## config.mk

```make
export PLATFORM = sky130hd
export DESIGN_NAME = dma_dim2
export DESIGN_NICKNAME = d
export VERILOG_FILES = /design/src/rtl/dma_dim2_pkg.sv /design/src/rtl/dma_dim2_cnt.sv /design/src/rtl/dma_dim2.sv
export SDC_FILE = /design/constraint.sdc
export NUM_CORES = 1
export LEC_CHECK = 0
export BUFFER_PORTS_ARGS = -buffer_cell sky130_fd_sc_hd__buf_2
export CAP_MARGIN = 30
export CORE_MARGIN = 2
export CORE_UTILIZATION = 55
export DETAILED_ROUTE_END_ITERATION = 8
export GPL_ROUTABILITY_DRIVEN = 0
export PLACE_DENSITY = 0.77
export SLEW_MARGIN = 0
export SYNTH_ARGS = -nofsm -noshare
export SYNTH_HDL_FRONTEND = slang
export SYNTH_SLANG_ARGS = --single-unit
export TNS_END_PERCENT = 10
```

## constraint.sdc

```tcl
create_clock -name clk -period 4.7 [get_ports clk]
set_clock_uncertainty 0.1 [all_clocks]
set_input_delay 0.94 -clock clk [delete_from_list [all_inputs] [get_ports clk]]
set_output_delay 0.94 -clock clk [all_outputs]
set_load 0.01 [all_outputs]
```

## src/rtl/dma_dim2_pkg.sv

```systemverilog
// Shared types and constants for the 2-D DMA address generator.
// Imported by dma_dim2 and dma_dim2_cnt.
package dma_dim2_pkg;

  typedef enum logic {
    IDLE = 1'b0,
    BUSY = 1'b1
  } state_t;

  localparam int AW_DEF = 14;

endpackage

```

## src/rtl/dma_dim2_cnt.sv

```systemverilog
// Size-loaded down-counter; reloads itself when decremented at zero.
// o_term flags the current last count, o_nxt_term the one after a decrement.
module dma_dim2_cnt
  import dma_dim2_pkg::*;
#(
  parameter int W = 7
) (
  input  logic         clk,
  input  logic         rst_n,
  input  logic         i_load,
  input  logic [W-1:0] i_size,
  input  logic         i_dec,
  output logic         o_term,
  output logic         o_nxt_term
);

  logic [W-1:0] r_cnt;
  logic [W-1:0] r_rld;
  logic [W-1:0] w_ld;

  // A size of zero behaves like a size of one
  assign w_ld = (i_size == '0) ? '0 : i_size - W'(1);

  always_ff @(posedge clk or negedge rst_n) begin
    if (!rst_n) begin
      r_cnt <= '0;
      r_rld <= '0;
    end else if (i_load) begin
      r_cnt <= w_ld;
      r_rld <= w_ld;
    end else if (i_dec) begin
      r_cnt <= (r_cnt == '0) ? r_rld : r_cnt - W'(1);
    end
  end

  assign o_term     = (r_cnt == '0);
  assign o_nxt_term = o_term ? (r_rld == '0)
                             : (r_cnt == W'(1));

endmodule

```

## src/rtl/dma_dim2.sv

```systemverilog
// 2-D strided address generator with valid/ready beat output.
// DMA_DIM2_ROW_FLAGS_EN: s_first/s_last mark every row, not the transfer.
module dma_dim2
  import dma_dim2_pkg::*;
#(
  parameter int AW = AW_DEF
) (
  input  logic          clk,
  input  logic          rst_n,
  input  logic [AW-1:0] base,
  input  logic [6:0]    dim0_size,
  input  logic          dim0_step,
  input  logic [4:0]    dim1_size,
  input  logic [6:0]    dim1_step,
  input  logic          start_valid,
  output logic          start_ready,
  output logic [AW-1:0] s_addr,
  output logic          s_first,
  output logic          s_last,
  output logic          s_valid,
  input  logic          s_ready
);

  state_t r_state;
  state_t w_state_nxt;

  logic [AW-1:0] r_addr;
  logic [AW-1:0] r_row;
  logic          r_first;
  logic          r_last;
  logic          r_valid;
  logic          r_s0;
  logic [6:0]    r_s1;

  logic          w_acc;
  logic          w_hs;
  logic          w_end;
  logic          w_adv;
  logic          w_t0;
  logic          w_t1;
  logic          w_nz0;
  logic          w_nz1;
  logic          w_nz1_raw;
  logic          w_first_nxt;
  logic          w_last_nxt;
  logic          w_last_ld;
  logic [AW-1:0] w_row_nxt;

  assign start_ready = (r_state == IDLE);
  assign w_acc = start_valid && start_ready;
  assign w_hs  = r_valid && s_ready;
  assign w_end = w_hs && w_t0 && w_t1;
  assign w_adv = w_hs && !w_end;

  dma_dim2_cnt #(.W(7)) u_cnt0 (
    .clk        (clk),
    .rst_n      (rst_n),
    .i_load     (w_acc),
    .i_size     (dim0_size),
    .i_dec      (w_adv),
    .o_term     (w_t0),
    .o_nxt_term (w_nz0)
  );

  dma_dim2_cnt #(.W(5)) u_cnt1 (
    .clk        (clk),
    .rst_n      (rst_n),
    .i_load     (w_acc),
    .i_size     (dim1_size),
    .i_dec      (w_adv && w_t0),
    .o_term     (w_t1),
    .o_nxt_term (w_nz1_raw)
  );

  // Row counter only moves at row ends
  assign w_nz1 = w_t0 ? w_nz1_raw : w_t1;
  assign w_row_nxt = r_row + AW'(r_s1);

`ifdef DMA_DIM2_ROW_FLAGS_EN
  assign w_first_nxt = w_t0;
  assign w_last_nxt  = w_nz0;
  assign w_last_ld   = (dim0_size <= 7'd1);
`else
  assign w_first_nxt = 1'b0;
  assign w_last_nxt  = w_nz0 && w_nz1;
  assign w_last_ld   = (dim0_size <= 7'd1) &&
                       (dim1_size <= 5'd1);
`endif

  always_ff @(posedge clk or negedge rst_n) begin
    if (!rst_n) r_state <= IDLE;
    else        r_state <= w_state_nxt;
  end

  always_comb begin
    w_state_nxt = r_state;
    unique case (r_state)
      IDLE: if (w_acc) w_state_nxt = BUSY;
      BUSY: if (w_end) w_state_nxt = IDLE;
      default: w_state_nxt = IDLE;
    endcase
  end

  always_ff @(posedge clk or negedge rst_n) begin
    if (!rst_n) begin
      r_addr  <= '0;
      r_row   <= '0;
      r_first <= 1'b0;
      r_last  <= 1'b0;
      r_valid <= 1'b0;
      r_s0    <= 1'b0;
      r_s1    <= '0;
    end else if (w_acc) begin
      r_addr  <= base;
      r_row   <= base;
      r_s0    <= dim0_step;
      r_s1    <= dim1_step;
      r_valid <= 1'b1;
      r_first <= 1'b1;
      r_last  <= w_last_ld;
    end else if (w_end) begin
      r_valid <= 1'b0;
      r_first <= 1'b0;
      r_last  <= 1'b0;
    end else if (w_adv) begin
      if (w_t0) begin
        r_row  <= w_row_nxt;
        r_addr <= w_row_nxt;
      end else begin
        r_addr <= r_addr + AW'(r_s0);
      end
      r_first <= w_first_nxt;
      r_last  <= w_last_nxt;
    end
  end

  assign s_addr  = r_addr;
  assign s_first = r_first;
  assign s_last  = r_last;
  assign s_valid = r_valid;

endmodule

```

# Word level (Yosys, flattened, before mapping)
# Cells that the tools add are included.
# word_totals
output_inout_bits,18
elab_cells,76
regBits,64
inputBits,38
# op_classes
n_eq_ne,3
bitwise,1
add_sub_neg,6
magnitude_cmp,2
reduce_logical,22
mux,30
# op_table
cell,n
two-way mux 14 bit,8
two-way mux 7 bit,4
logical NOT 7 bit,3
two-way mux 5 bit,4
logical NOT 5 bit,3
adder 14 x 1 -> 14 bit,1
adder 14 x 7 -> 14 bit,1
"subtractor 7 x 1 -> 7 bit, second input constant",2
two-way mux 1 bit,13
"subtractor 5 x 1 -> 5 bit, second input constant",2
logical AND 1 bit,8
nonzero test 2 bit,4
"== test 7 x 1 -> 1 bit, second input constant",1
"<= comparator 7 x 1 -> 1 bit, second input constant",1
"== test 5 x 1 -> 1 bit, second input constant",1
"<= comparator 5 x 1 -> 1 bit, second input constant",1
AND reduction 3 bit,1
nonzero test 3 bit,1
"!= test 2 x 1 -> 1 bit, second input constant",1
one-hot mux 1 bit (2 select lines),1
AND reduction 2 bit,1
logical NOT 1 bit,1
inverter 1 bit,1

# Logic depth before layout (Yosys ltp)
# logic_depth
depth_word,8
ltp_mapped,9
mapped_depth_nobuf,7

# Hierarchy
# From an unflattened synthesis, not the netlist that was laid out.
# unflattened
hier_cells,487
area_unflattened_um2,4282.9
# by_module_without_submodules
module,n_inst,cells_each,area_per_inst_um2
dma_dim2,1,313,2653.8
dma_dim2_cnt (u_cnt0),1,101,963.4
dma_dim2_cnt (u_cnt1),1,73,665.6

# Least setup slack after synthesis
# Ideal clock, no wire load.
# synth_timing
path_type,input-to-reg
from,input s_ready
to,register r_row[8]
setup_time_ns,0.132
t_arrival_ns,2.163
stages,6
n_path_buf,1
setup_slack_ns,2.305
cell_sequence,and2_1 > clkbuf_1 > nand4_1 > nor4b_1 > xnor2_1 > o21ai_1
# synth_between
elab_chain_cells,7
word_cells_on_any_way,8
# synth_rtl
element,line_no,text
start: declaration,dma_dim2.sv:21,input logic s_ready
logical AND 1 bit (*),dma_dim2.sv:51,assign w_hs = r_valid && s_ready;
logical AND 1 bit (2 in a row),dma_dim2.sv:52,assign w_end = w_hs && w_t0 && w_t1;
logical NOT 1 bit,dma_dim2.sv:53,assign w_adv = w_hs && !w_end;
logical AND 1 bit,dma_dim2.sv:53,
nonzero test 2 bit (no source line),-,
AND reduction 3 bit (no source line) (*),-,
end signal: assignment,dma_dim2.sv:115,r_row <= base;
end signal: assignment,dma_dim2.sv:127,r_row <= w_row_nxt;
end: declaration,dma_dim2.sv:28,logic [AW-1:0] r_row;
# Every way passes the cells marked *; elsewhere a longest branch is shown, timed or not.
# A chain may end at the register's enable or synchronous reset.

# Final worst setup path
# layout_timing
from,register u_cnt0.r_cnt[0]
to,register r_row[8]
# layout_between
elab_chain_cells,7
word_cells_on_any_way,9
# layout_rtl
element,line_no,text
start: declaration,dma_dim2_cnt.sv:17,logic [W-1:0] r_cnt;
start signal: assignment,dma_dim2_cnt.sv:29,r_cnt <= w_ld;
start signal: assignment,dma_dim2_cnt.sv:32,r_cnt <= (r_cnt == '0) ? r_rld : r_cnt - W'(1);
logical NOT 7 bit (*),dma_dim2_cnt.sv:36,assign o_term = (r_cnt == '0);
logical AND 1 bit (2 in a row),dma_dim2.sv:52,
logical NOT 1 bit,dma_dim2.sv:53,
logical AND 1 bit,dma_dim2.sv:53,
nonzero test 2 bit (no source line),-,
AND reduction 3 bit (no source line) (*),-,
# Marked as above.

==> impl_metrics.ini <==
[outcome]
outcome = finished clean

[route]
viasPerCell = 6.26
routedWlPerCell_um = 17.0
drc_errors = 0
route.vias.total = 4041
wirelength_um = 11000
drtAntennaViolNets = 0
drt_iter0_drc = 286
drt_pass1_iterations = 5

[timing]
hold_ws_ps = 372
fmax_ghz = 0.335
relSlewSlack = 0.451
max_slew.worst_pin.slew_ps = 821
min_period_ps = 2980
rsz0062_at_grt = no
hold_viol = 0
period_share = 0.634
setup_tns_ps = 0
slew_violations = 0
setup_violations = 0

[power_and_ir_drop]
pwr_density_cell_nw_per_um2 = 626
ir_drop_mv = 0.327
power_leakage_uw = 0.00209

[global_routing]
grt.total_usage = 0.279
grt_max_degree = 36
grt_overflow = 0
grt_pass1_wl_um = 18700
grt_pass1_vias = 3879
antenna_found_initial = 0

[worst_setup_path]
crit_path_cell_trace = inv_1 > ha_1 > nor4b_2 > nand4_1 > nor4b_1 > xnor2_1 > o21ai_1
critPathRequiredTime_ps = 4820
critPathLaunchType = register
path_max_fanout = 15
r2r_end = r_row[8]
path_class = reg2reg
cp-startpoint = u_cnt0.r_cnt[0]
arrival_ps = 3100
worstReg2RegStart = u_cnt0.r_cnt[0]
endpoint = r_row[8]
end_kind = register
crit_path_top_delay_cell = nand4_1
reg2regPathDepth = 7
rrSetupSlack_ps = 1720
max_stage_delay_ps = 660

[die]
num_rows = 31
die_area_sq_um = 8380
fp.dieW_um = 91.5
start_util = 0.575
coreArea_sq_um = 7330
die_height_um = 91.5
ios = 56

[clocking]
htree_levels = 3
clock_path_buffers = 2
clk_root_buffer_cell = clkbuf_8
cts_sinks = 64
numCtsBuffers = 9
ctsResizeCount = 0
cts_hold_buf = 0
cts_setup_buffers = 0
clk_latency_ps = 360
cts.clk_slew.worst_paths_ps = 70
tritoncts = built

[placement]
dp_hpwl_um = 7910
portBuffers = 55
dp_cells = 630

[cells_and_area]
final_layout_size_suffix_gt1_frac = 0.161
final_cells = 646
finalNetCount = 599
diodes = 0
syn_to_final_growth_pct = 12.5

[run]
drv_cap = 0

[yosys]
synth_cell_type_count = 68
syn_area_sq_um = 4210
synth_top_area_share = 0.380
synth_fp_nets = 552
synth-main-ff-cell = dfrtp_1
synth-edff-count = 0
ys_seq_elements = 64
synth_common_cells = nand2_1 (77), dfrtp_1 (64), nor2_1 (46)
yosys_warnings = 0
syn_area_per_cell_sq_um = 8.51
ys_top_cells_by_area = dfrtp_1 (38%), nand2_1 (6.9%), ha_1 (5.3%)
syn_inst = 495
yosysMostFrequentCell = nand2_1
synth.largest_area_cell = dfrtp_1
seq_area_frac_synth = 0.380
async_flop_share = 1.00

[worst_hold_path]
min_path_type = reg2reg
worst max-delay path: cells and delay by family (launching register included):
kind                     cells  cell delay (ps)
AND/OR/NAND/NOR              3             1670
flip-flops                   1              430
adder cells (fa/ha/maj)      1              260
XOR/XNOR                     1              180
buffers and inverters        1              120
AO/OA/AOI/OAI                1               80
cells in the final DEF, fill, tap and decap left out, types with 9 or more instances in the layout:
cell	Yosys	layout
dfrtp_1	64	64
nor3_1	23	23
nand2_1	77	77
ha_1	18	18
nor2_1	46	46
a21oi_1	28	28
o21ai_0	20	20
a31oi_1	11	11
a21o_1	11	11
inv_1	16	16
xnor2_1	13	13
buf_2	4	55
clkbuf_8	0	9
nand3_1	14	14
cells by family after synthesis:
group                      count (synthesis)  synth area share
buffers and inverters                     39            0.0377
DFF                                       64             0.380
AOI/OAI and AO/OA                        133             0.214
adders and majority gates                 19            0.0582
xor gates and xnor gates                  21            0.0437
and+or+nand+nor                          211             0.246
muxes                                      8            0.0199
per-stage QoR:
step / util / cell area [sq um] / setup slack (ps) / total power [uW]
3_5_place_dp: 0.621 / 4550 / 1540 / 2460
5_1_grt: 0.647 / 4740 / 1510 / 3200
3_3_place_gp: 0.621 / 4550 / 1610 / 2410
2_1_floorplan: - / 4210 / 2310 / 2070
6_report: 0.647 / 4740 / 1720 / 2970
4_1_cts: 0.647 / 4740 / 1780 / 2950
worst min path at each step:
stage,startpoint,end,slack [ps],depth (start not counted)
6_report,u_cnt1.r_rld[0],u_cnt1.r_rld[0],370,1
2_1_floorplan,u_cnt1.r_rld[4],u_cnt1.r_rld[4],340,2
3_3_place_gp,u_cnt1.r_rld[0],u_cnt1.r_rld[0],360,1
5_1_grt,u_cnt1.r_rld[1],u_cnt1.r_rld[1],390,1
3_5_place_dp,u_cnt1.r_rld[0],u_cnt1.r_rld[0],360,1
4_1_cts,u_cnt1.r_rld[0],u_cnt1.r_rld[0],380,1
layout make-up:
type	instances	area [sq um]
clock buffer	10	128
clock inverter	6	60.1
fill	618	2590
inverter	16	60.1
multi-input combinational	392	2460
sequential	64	1600
tap	99	124
timing repair buffer	59	305
report_power, final:
part,switching (uW),internal (uW),total [uW]
Combinational,829,599,1430
Clock,233,242,475
Sequential,270,794,1060
registers in the layout, summed over array words and instances, names as in the netlist, 5 cells and up:
register      flops
u_cnt0.r_rld      7
r_s1              7
u_cnt1.r_cnt      5
s_addr           14
u_cnt0.r_cnt      7
r_row            14
u_cnt1.r_rld      5
per-layer routing:
layer  vias up  GRT usage  part of all wire
li1       1912          -                 -
met1      1926      0.381              0.44
met2       178      0.433              0.46
met3        25     0.0614             0.073
met4         0      0.109             0.023
met5         -          0                 0
(Power assumes the default switching activity.)
